==> src/rtl/ctrl_if_axi4lite_initiator.sv <==
`default_nettype none
// ============================================================================
// Module      : ctrl_if_axi4lite_initiator
// Description : AXI4-Lite slave port that turns each accepted write or read
//               into a single access on a simple register-bank control bus
//               (ctrlSel/ctrlWr/ctrlAddr/...). One transaction in flight.
//               Optional read timeout: define CTRL_IF_RD_TIMEOUT_EN to make a
//               read that never sees ctrlRdValid end with SLVERR after
//               TIMEOUT_CYCLES cycles.
// Revision    : 1.0 - initial release
// ============================================================================
module ctrl_if_axi4lite_initiator #(
  parameter int TIMEOUT_CYCLES = 256
) (
  input  logic        clock,
  input  logic        resetn,
  // write address / data / response
  input  logic        awvalid,
  output logic        awready,
  input  logic [10:0] awaddr,
  input  logic        wvalid,
  output logic        wready,
  input  logic [31:0] wdata,
  input  logic [3:0]  wstrb,
  output logic        bvalid,
  input  logic        bready,
  output logic [1:0]  bresp,
  // read address / data
  input  logic        arvalid,
  output logic        arready,
  input  logic [10:0] araddr,
  output logic        rvalid,
  input  logic        rready,
  output logic [31:0] rdata,
  output logic [1:0]  rresp,
  // register-bank side
  output logic        ctrlSel,
  output logic        ctrlWr,
  output logic [10:0] ctrlAddr,
  output logic [31:0] ctrlWrData,
  output logic [3:0]  ctrlWrStrbs,
  input  logic [31:0] ctrlRdData,
  input  logic        ctrlRdValid
);

  typedef enum logic [2:0] {
    IDLE    = 3'd0,
    WRITE   = 3'd1,
    WR_RESP = 3'd2,
    READ    = 3'd3,
    RD_RESP = 3'd4
  } state_t;

  state_t r_state;
  // Round-robin pointer: 1 means a write wins the next write/read tie.
  logic   r_wrNext;

  logic   w_wrReq;
  logic   w_grantWr;
  logic   w_grantRd;
  // Byte-lane address bits are deliberately dropped; registers are word wide.
  logic   w_unusedAddrLsbs;

`ifdef CTRL_IF_RD_TIMEOUT_EN
  localparam int                 c_CNT_W   = $clog2(TIMEOUT_CYCLES + 1);
  localparam logic [c_CNT_W-1:0] c_TO_LAST = c_CNT_W'(TIMEOUT_CYCLES - 1);
  localparam logic [c_CNT_W-1:0] c_CNT_ONE = c_CNT_W'(1);
  logic [c_CNT_W-1:0] r_toCnt;
`endif

  // A timeout of zero cycles has no meaning; reject it at elaboration.
  if (TIMEOUT_CYCLES < 1) begin : g_badTimeout
    $error("TIMEOUT_CYCLES must be at least 1");
  end

  assign w_unusedAddrLsbs = ^{awaddr[1:0], araddr[1:0]};

  // A write needs both address and data present; the pointer breaks ties.
  assign w_wrReq   = awvalid & wvalid;
  assign w_grantWr = (r_state == IDLE) & w_wrReq & (~arvalid | r_wrNext);
  assign w_grantRd = (r_state == IDLE) & arvalid & (~w_wrReq | ~r_wrNext);

  // Readies are pure grant indications so address and data are taken together.
  assign awready = w_grantWr;
  assign wready  = w_grantWr;
  assign arready = w_grantRd;

  // Transaction FSM with registered bus and response outputs.
  always_ff @(posedge clock or negedge resetn) begin
    if (!resetn) begin
      r_state     <= IDLE;
      r_wrNext    <= 1'b1;
      bvalid      <= 1'b0;
      bresp       <= 2'b00;
      rvalid      <= 1'b0;
      rdata       <= 32'h0;
      rresp       <= 2'b00;
      ctrlSel     <= 1'b0;
      ctrlWr      <= 1'b0;
      ctrlAddr    <= 11'h0;
      ctrlWrData  <= 32'h0;
      ctrlWrStrbs <= 4'h0;
`ifdef CTRL_IF_RD_TIMEOUT_EN
      r_toCnt     <= '0;
`endif
    end else begin
      case (r_state)
        IDLE: begin
          if (w_grantWr) begin
            r_state     <= WRITE;
            r_wrNext    <= 1'b0;
            ctrlSel     <= 1'b1;
            ctrlWr      <= 1'b1;
            ctrlAddr    <= {awaddr[10:2], 2'b00};
            ctrlWrData  <= wdata;
            ctrlWrStrbs <= wstrb;
          end else if (w_grantRd) begin
            r_state     <= READ;
            r_wrNext    <= 1'b1;
            ctrlSel     <= 1'b1;
            ctrlWr      <= 1'b0;
            ctrlAddr    <= {araddr[10:2], 2'b00};
            ctrlWrStrbs <= 4'h0;
`ifdef CTRL_IF_RD_TIMEOUT_EN
            r_toCnt     <= '0;
`endif
          end
        end
        WRITE: begin
          // The register bank takes the write in this single selected cycle.
          ctrlSel     <= 1'b0;
          ctrlWr      <= 1'b0;
          ctrlWrStrbs <= 4'h0;
          bvalid      <= 1'b1;
          bresp       <= 2'b00;
          r_state     <= WR_RESP;
        end
        WR_RESP: begin
          if (bready) begin
            bvalid  <= 1'b0;
            r_state <= IDLE;
          end
        end
        READ: begin
          if (ctrlRdValid) begin
            ctrlSel <= 1'b0;
            rdata   <= ctrlRdData;
            rresp   <= 2'b00;
            rvalid  <= 1'b1;
            r_state <= RD_RESP;
          end
`ifdef CTRL_IF_RD_TIMEOUT_EN
          else if (r_toCnt == c_TO_LAST) begin
            ctrlSel <= 1'b0;
            rdata   <= 32'h0;
            rresp   <= 2'b10;
            rvalid  <= 1'b1;
            r_state <= RD_RESP;
          end else begin
            r_toCnt <= r_toCnt + c_CNT_ONE;
          end
`endif
        end
        RD_RESP: begin
          if (rready) begin
            rvalid  <= 1'b0;
            r_state <= IDLE;
          end
        end
        default: r_state <= IDLE;
      endcase
    end
  end

endmodule
`default_nettype wire

==> config.mk <==
export PLATFORM = sky130hd
export DESIGN_NAME = ctrl_if_axi4lite_initiator
export DESIGN_NICKNAME = d
export VERILOG_FILES = /design/src/rtl/ctrl_if_axi4lite_initiator.sv
export SDC_FILE = /design/constraint.sdc
export NUM_CORES = 1
export LEC_CHECK = 0
export CORE_ASPECT_RATIO = 1.5
export CORE_MARGIN = 2
export CORE_UTILIZATION = 42
export CTS_CLUSTER_SIZE = 24
export DETAILED_ROUTE_END_ITERATION = 10
export PLACE_DENSITY = 0.92
export SYNTH_ARGS = -nofsm -noshare
export SYNTH_HDL_FRONTEND = slang
export SYNTH_SLANG_ARGS = --single-unit
==> constraint.sdc <==
create_clock -name clock -period 2.9 [get_ports clock]
set_input_delay 0.58 -clock clock [delete_from_list [all_inputs] [get_ports clock]]
set_output_delay 0.58 -clock clock [all_outputs]
set_load 0.1 [all_outputs]
==> results.yml, run 1 <==
run_status:
  status: "complete, no violations"
run:
  cap_violations: 0
floorplan:
  dieArea_um2: 8890
  core-area_um2: 7960
  die_h_um: 114
  rows: 40
  die_x_um: 77.6
  initial_core_util: 0.429
  ios: 188
synth:
  yosysWarnings: 0
  syn_area_um2: 3420
  avgSynthCellArea_um2: 14.5
  yosysSeqAreaShare: 0.623
  yosys-top-cells-count: "dfrtp_1 (84), mux2_2 (64), nand2_1 (14), mux2i_1 (10), o21ai_1 (9)"
  synthFlopType: "dfrtp_1"
  yosysMostFrequentCell: "dfrtp_1"
  synth_top_area_cell: "dfrtp_1"
  synth_edf_count: 0
  ys_async_sr_fraction: 1.00
  synth_area_leaders: "dfrtp_1 (62%), mux2_2 (21%), mux2i_1 (2.9%), buf_4 (1.8%), nand2_1 (1.5%)"
  synth-seq-cells: 85
  synthCells: 236
  synth_top_area_frac: 0.615
  synth_cell_types: 31
finish:
  syn_to_final_growth_pct: 56.6
  diodes: 0
  n_fill_cell: 601
  drive_gt1_frac: 0.403
  nets: 512
  fin_cells: 524
route:
  via_per_inst: 4.84
  first_pass_iters: 4
  routedWlPerCell_um: 15.8
  vias: 2536
  drc_errors: 0
  wirelength_um: 8290
  drtAntennaViolNets: 0
  drt_iter0_drc: 121
sta:
  setup_violations: 0
  rsz0062_at_grt: "false"
  clock_skew_ns: 0.00572
  min_period_ns: 2.43
  fin_tns_setup_ns: 0
  hold_viol_final: 0
  maxSlewHeadroom: 0.611
  timing.final.crit_share: 0.837
  fin_ws_ns: 0.474
  tightest_slew_ns: 0.582
  fmax_ghz: 0.412
  finalMaxSlewViolations: 0
worst_setup_path:
  crit_chain: "clkdlybuf4s50_1 > nor2b_1 > o211a_1 > buf_12"
  arrival_ns: 1.85
  cp_slowest_stage_delay_ns: 0.53
  critPathSlowestCell: "clkdlybuf4s50_1"
  worstSetupPathType: "in2out"
  critical_path_required_ns: 2.32
  endpoint_kind: "output pin"
  startpoint_type: "input port"
  path_max_fanout: 4
clocking:
  cts_buffer_depth: 2
  cts_setup_buffers: 0
  cts.htree.levels: 3
  clock_latency_ns: 0.33
  root_buffer: "clkbuf_16"
  numClockSinks: 85
  cts_buffers: 9
  cts_resized: 0
  cts_tree: "built"
  cts_hold_buf: 0
  path_clk_slew_ns: 0.06
grt:
  grt_use_total: 0.189
  grt_max_degree: 49
  antenna_found_initial: 0
  grt_overflow: 0
  grt_pass1_wl_um: 13200
  grt_pass1_vias: 2748
place:
  dp.cells: 508
  pre_cts_ws_ns: 0.400
  globalplace.congestion: 0.750
  dp_hpwl_um: 6280
  io_buffer_count: 177
hold_path:
  hold_class: "in2async"
metal layers:
| layer | global-route usage | wire length [um] | vias up |
|---|---|---|---|
| li1 | - | - | 1176 |
| met1 | 0.208 | 2980 | 1237 |
| met2 | 0.337 | 4540 | 107 |
| met3 | 0.0473 | 573 | 16 |
| met4 | 0.0929 | 202 | 0 |
| met5 | 0 | 0 | - |
cell families after synthesis:
kind of cell           synth area share
DFF                               0.623
buffers and inverters            0.0418
AOI/OAI and AO/OA                0.0560
and+or+nand+nor                  0.0377
other                           0.00110
muxes                             0.240
metrics by stage:
stage / area, um2 / hold WS (ns) / utilization
floorplan: 3430 / 0.284 / -
global placement: 5070 / 0.462 / 0.638
detailed placement: 5070 / 0.477 / 0.638
CTS: 5350 / 0.227 / 0.672
global route: 5350 / 0.255 / 0.672
finish: 5350 / 0.218 / 0.672
worst paths after layout:
kind                                  from        endpoint  slack, ns  depth (start not counted)
worst max-delay path               arvalid         arready       0.47                          4
worst min-delay path                resetn     ctrlAddr[6]       0.22                          1
worst max register to register  r_state[0]  ctrlWrData[19]       0.67                          4
worst min register to register      ctrlWr          ctrlWr       0.49                          1
max in group asynchronous           resetn        r_wrNext       2.01                          2
min in group clock                  ctrlWr          ctrlWr       0.49                          1
state kept, by name (all words and copies together), names as in the netlist:
register,cells
rvalid,1
bvalid,1
r_wrNext,1
ctrlAddr,9
r_state,3
ctrlWr,1
ctrlWrStrbs,4
ctrlWrData,32
ctrlSel,1
rdata,32
worst max-delay path, delay by kind of cell:
family          cells  cell delay, ns
simple gates        1            0.32
buf+inv             2            0.71
compound gates      1            0.23
final cells by class:
cell class	instances	area [um2]	area share
clock buffers	14	264	0.0494
clock inverters	2	10.0	0.00187
flip-flops and latches	85	2130	0.398
inverters	3	11.3	0.00211
multi-input cells	134	1160	0.218
well taps	105	131	0.0246
repair buffers	181	1640	0.307
layout by cell type, fill, tap and decap left out, drive strengths merged, types with 2 or more instances in the layout:
cell,instances
nand2,14
inv,3
clkinv,2
nor2b,2
mux2,64
buf,89
o21ai,14
clkbuf,14
clkdlybuf4s50,92
conb,6
nor2,2
a21o,2
a22o,4
dfrtp,84
a21oi,3
nor3,2
mux2i,10
Power of run 1 is not shown: default switching activity piles up to over one toggle a cycle in this logic, so the estimate is an artifact.
==> inputs of run 2 (changes only) <==
--- a/config.mk
+++ b/config.mk
@@ -7,10 +7,10 @@
 export LEC_CHECK = 0
 export CORE_ASPECT_RATIO = 1.5
 export CORE_MARGIN = 2
-export CORE_UTILIZATION = 42
+export CORE_UTILIZATION = 39
 export CTS_CLUSTER_SIZE = 24
 export DETAILED_ROUTE_END_ITERATION = 10
-export PLACE_DENSITY = 0.92
+export PLACE_DENSITY = 0.87
 export SYNTH_ARGS = -nofsm -noshare
 export SYNTH_HDL_FRONTEND = slang
 export SYNTH_SLANG_ARGS = --single-unit
==> constraint.sdc (replaced) <==
create_clock -name clock -period 2.5 [get_ports clock]
set_input_delay 0.5 -clock clock [delete_from_list [all_inputs] [get_ports clock]]
set_output_delay 0.5 -clock clock [all_outputs]
set_load 0.1 [all_outputs]
==> run 2 against run 1 <==
Hold slack worse by 0.052 ns. Utilization fell by 3.7 points. Highest routed layer unchanged. Final cell count increased by 0.57%. Sequential share of layout area fell by 0.20 points. Cell area rose by 0.51%. Critical path depth stayed put.
==> results.yml, run 2 (synthesis gave the netlist of run 1 again) <==
run_status:
  status: "complete, no violations"
worst_setup_path:
  worstSetupPathType: "reg2out"
  r2r-end: "ctrlWrData[20]"
  rr_worst_depth: 5
  crit_start: "r_state[1]"
  critPathCapture: "wready"
  crit_family: "simple AND/OR/NAND/NOR gates"
  r2r-start: "r_state[1]"
  cp.depth: 4
  endpoint_kind: "output pin"
  arrival_ns: 1.87
  path_max_fanout: 9
  reg2reg_slack_ns: 0.49
  critPathSlowestCell: "dfrtp_1"
  worst-path-buf-inv: 2
  cp_slowest_stage_delay_ns: 0.47
  startpoint_type: "register"
  crit_chain: "or3_4 > nor3_4 > buf_4 > buf_12"
  critical_path_required_ns: 2.00
sta:
  rsz0062_at_grt: "false"
  maxSlewHeadroom: 0.584
  hold_viol_final: 0
  setup_violations: 0
  finalMaxSlewViolations: 0
  fin_tns_setup_ns: 0
  clock_skew_ns: 0.00595
  min_period_ns: 2.37
  timing.final.crit_share: 0.950
  tightest_slew_ns: 0.622
  fmax_ghz: 0.421
  whs_ns: 0.165
  fin_ws_ns: 0.125
floorplan:
  ios: 188
  die_h_um: 119
  dieArea_um2: 9540
  initial_core_util: 0.404
  die_x_um: 80.4
  rows: 41
  core-area_um2: 8460
place:
  globalplace.congestion: 0.748
  pre_cts_ws_ns: 0.234
  dp_hpwl_um: 6500
  io_buffer_count: 177
  place_area_um2: 5110
route:
  first_pass_iters: 3
  via_per_inst: 4.78
  drt_iter0_drc: 78
  drc_errors: 0
  drtAntennaViolNets: 0
  wirelength_um: 8400
  routedWlPerCell_um: 15.9
  vias: 2521
finish:
  syn_to_final_growth_pct: 57.4
  top_regs: "ctrlWrData (32), rdata (32), ctrlAddr (9)"
  fin_area_um2: 5380
  nets: 516
  diodes: 0
  drive_gt1_frac: 0.410
  layout_common_cells: "clkdlybuf4s50_1 (92), buf_4 (89), dfrtp_1 (84), mux2_2 (64), nand2_1 (14)"
  n_fill_cell: 660
  layout_commonest_cell: "clkdlybuf4s50_1"
clocking:
  cts_setup_buffers: 0
  cts_tree: "built"
  numClockSinks: 85
  path_clk_slew_ns: 0.06
  cts_hold_buf: 0
  cts_resized: 0
  cts_buffer_depth: 2
  clock_latency_ns: 0.33
  cts_buffers: 9
  cts.htree.levels: 3
  root_buffer: "clkbuf_16"
grt:
  grt_use_total: 0.184
  grt_overflow: 0
  grt_pass1_wl_um: 13200
  antenna_found_initial: 0
  grt_pass1_vias: 2733
  grt_max_degree: 45
hold_path:
  hold_class: "in2async"
run:
  cap_violations: 0
-- run 2: cell count changes in the layout (fill, tap and decap cells not counted) --
cell | previous run | this run
buf_4 | 85 | 89
clkbuf_1 | 3 | 1
clkbuf_8 | 2 | 0
bufinv_16 | 0 | 1
-- run 2: how the worst min path moves through the flow --
stage / endpoint / cells past startpoint
4_1_cts: ctrlWrData[14] / 1
3_3_place_gp: ctrlWr / 1
6_report: ctrlWrData[14] / 1
3_5_place_dp: ctrlWr / 1
2_1_floorplan: bvalid / 0
5_1_grt: ctrlWrData[14] / 1
-- run 2: cell type report --
cell class,instances,area (um2),area share
sequential,85,2130,0.396
timing repair buffer,185,1670,0.311
multi-input combinational,134,1160,0.216
clock buffer,10,229,0.0426
tap,107,134,0.0249
clock inverter,3,40.0,0.00745
inverter,3,11.3,0.00209
-- run 2: metrics by stage --
stage,utilization,instances
final,0.635,527
after global routing,0.635,527
after CTS,0.635,527
after detailed placement,0.603,514
after global placement,0.603,514
after floorplan,-,241
-- run 2: worst reg2reg max path: stages (launching register included) --
cell     delay (ns)
dfrtp_1        0.47
or3_4          0.44
nor3_4         0.23
buf_4          0.22
buf_4          0.19
mux2_2         0.35
-- run 2: metal layers --
layer / global-route usage / wire length (um) / vias up
li1: - / - / 1186
met1: 0.184 / 2880 / 1212
met2: 0.338 / 4710 / 102
met3: 0.0496 / 534 / 21
met4: 0.0911 / 275 / 0
met5: 0 / 0 / -
Power of run 2 is left out for the same reason.
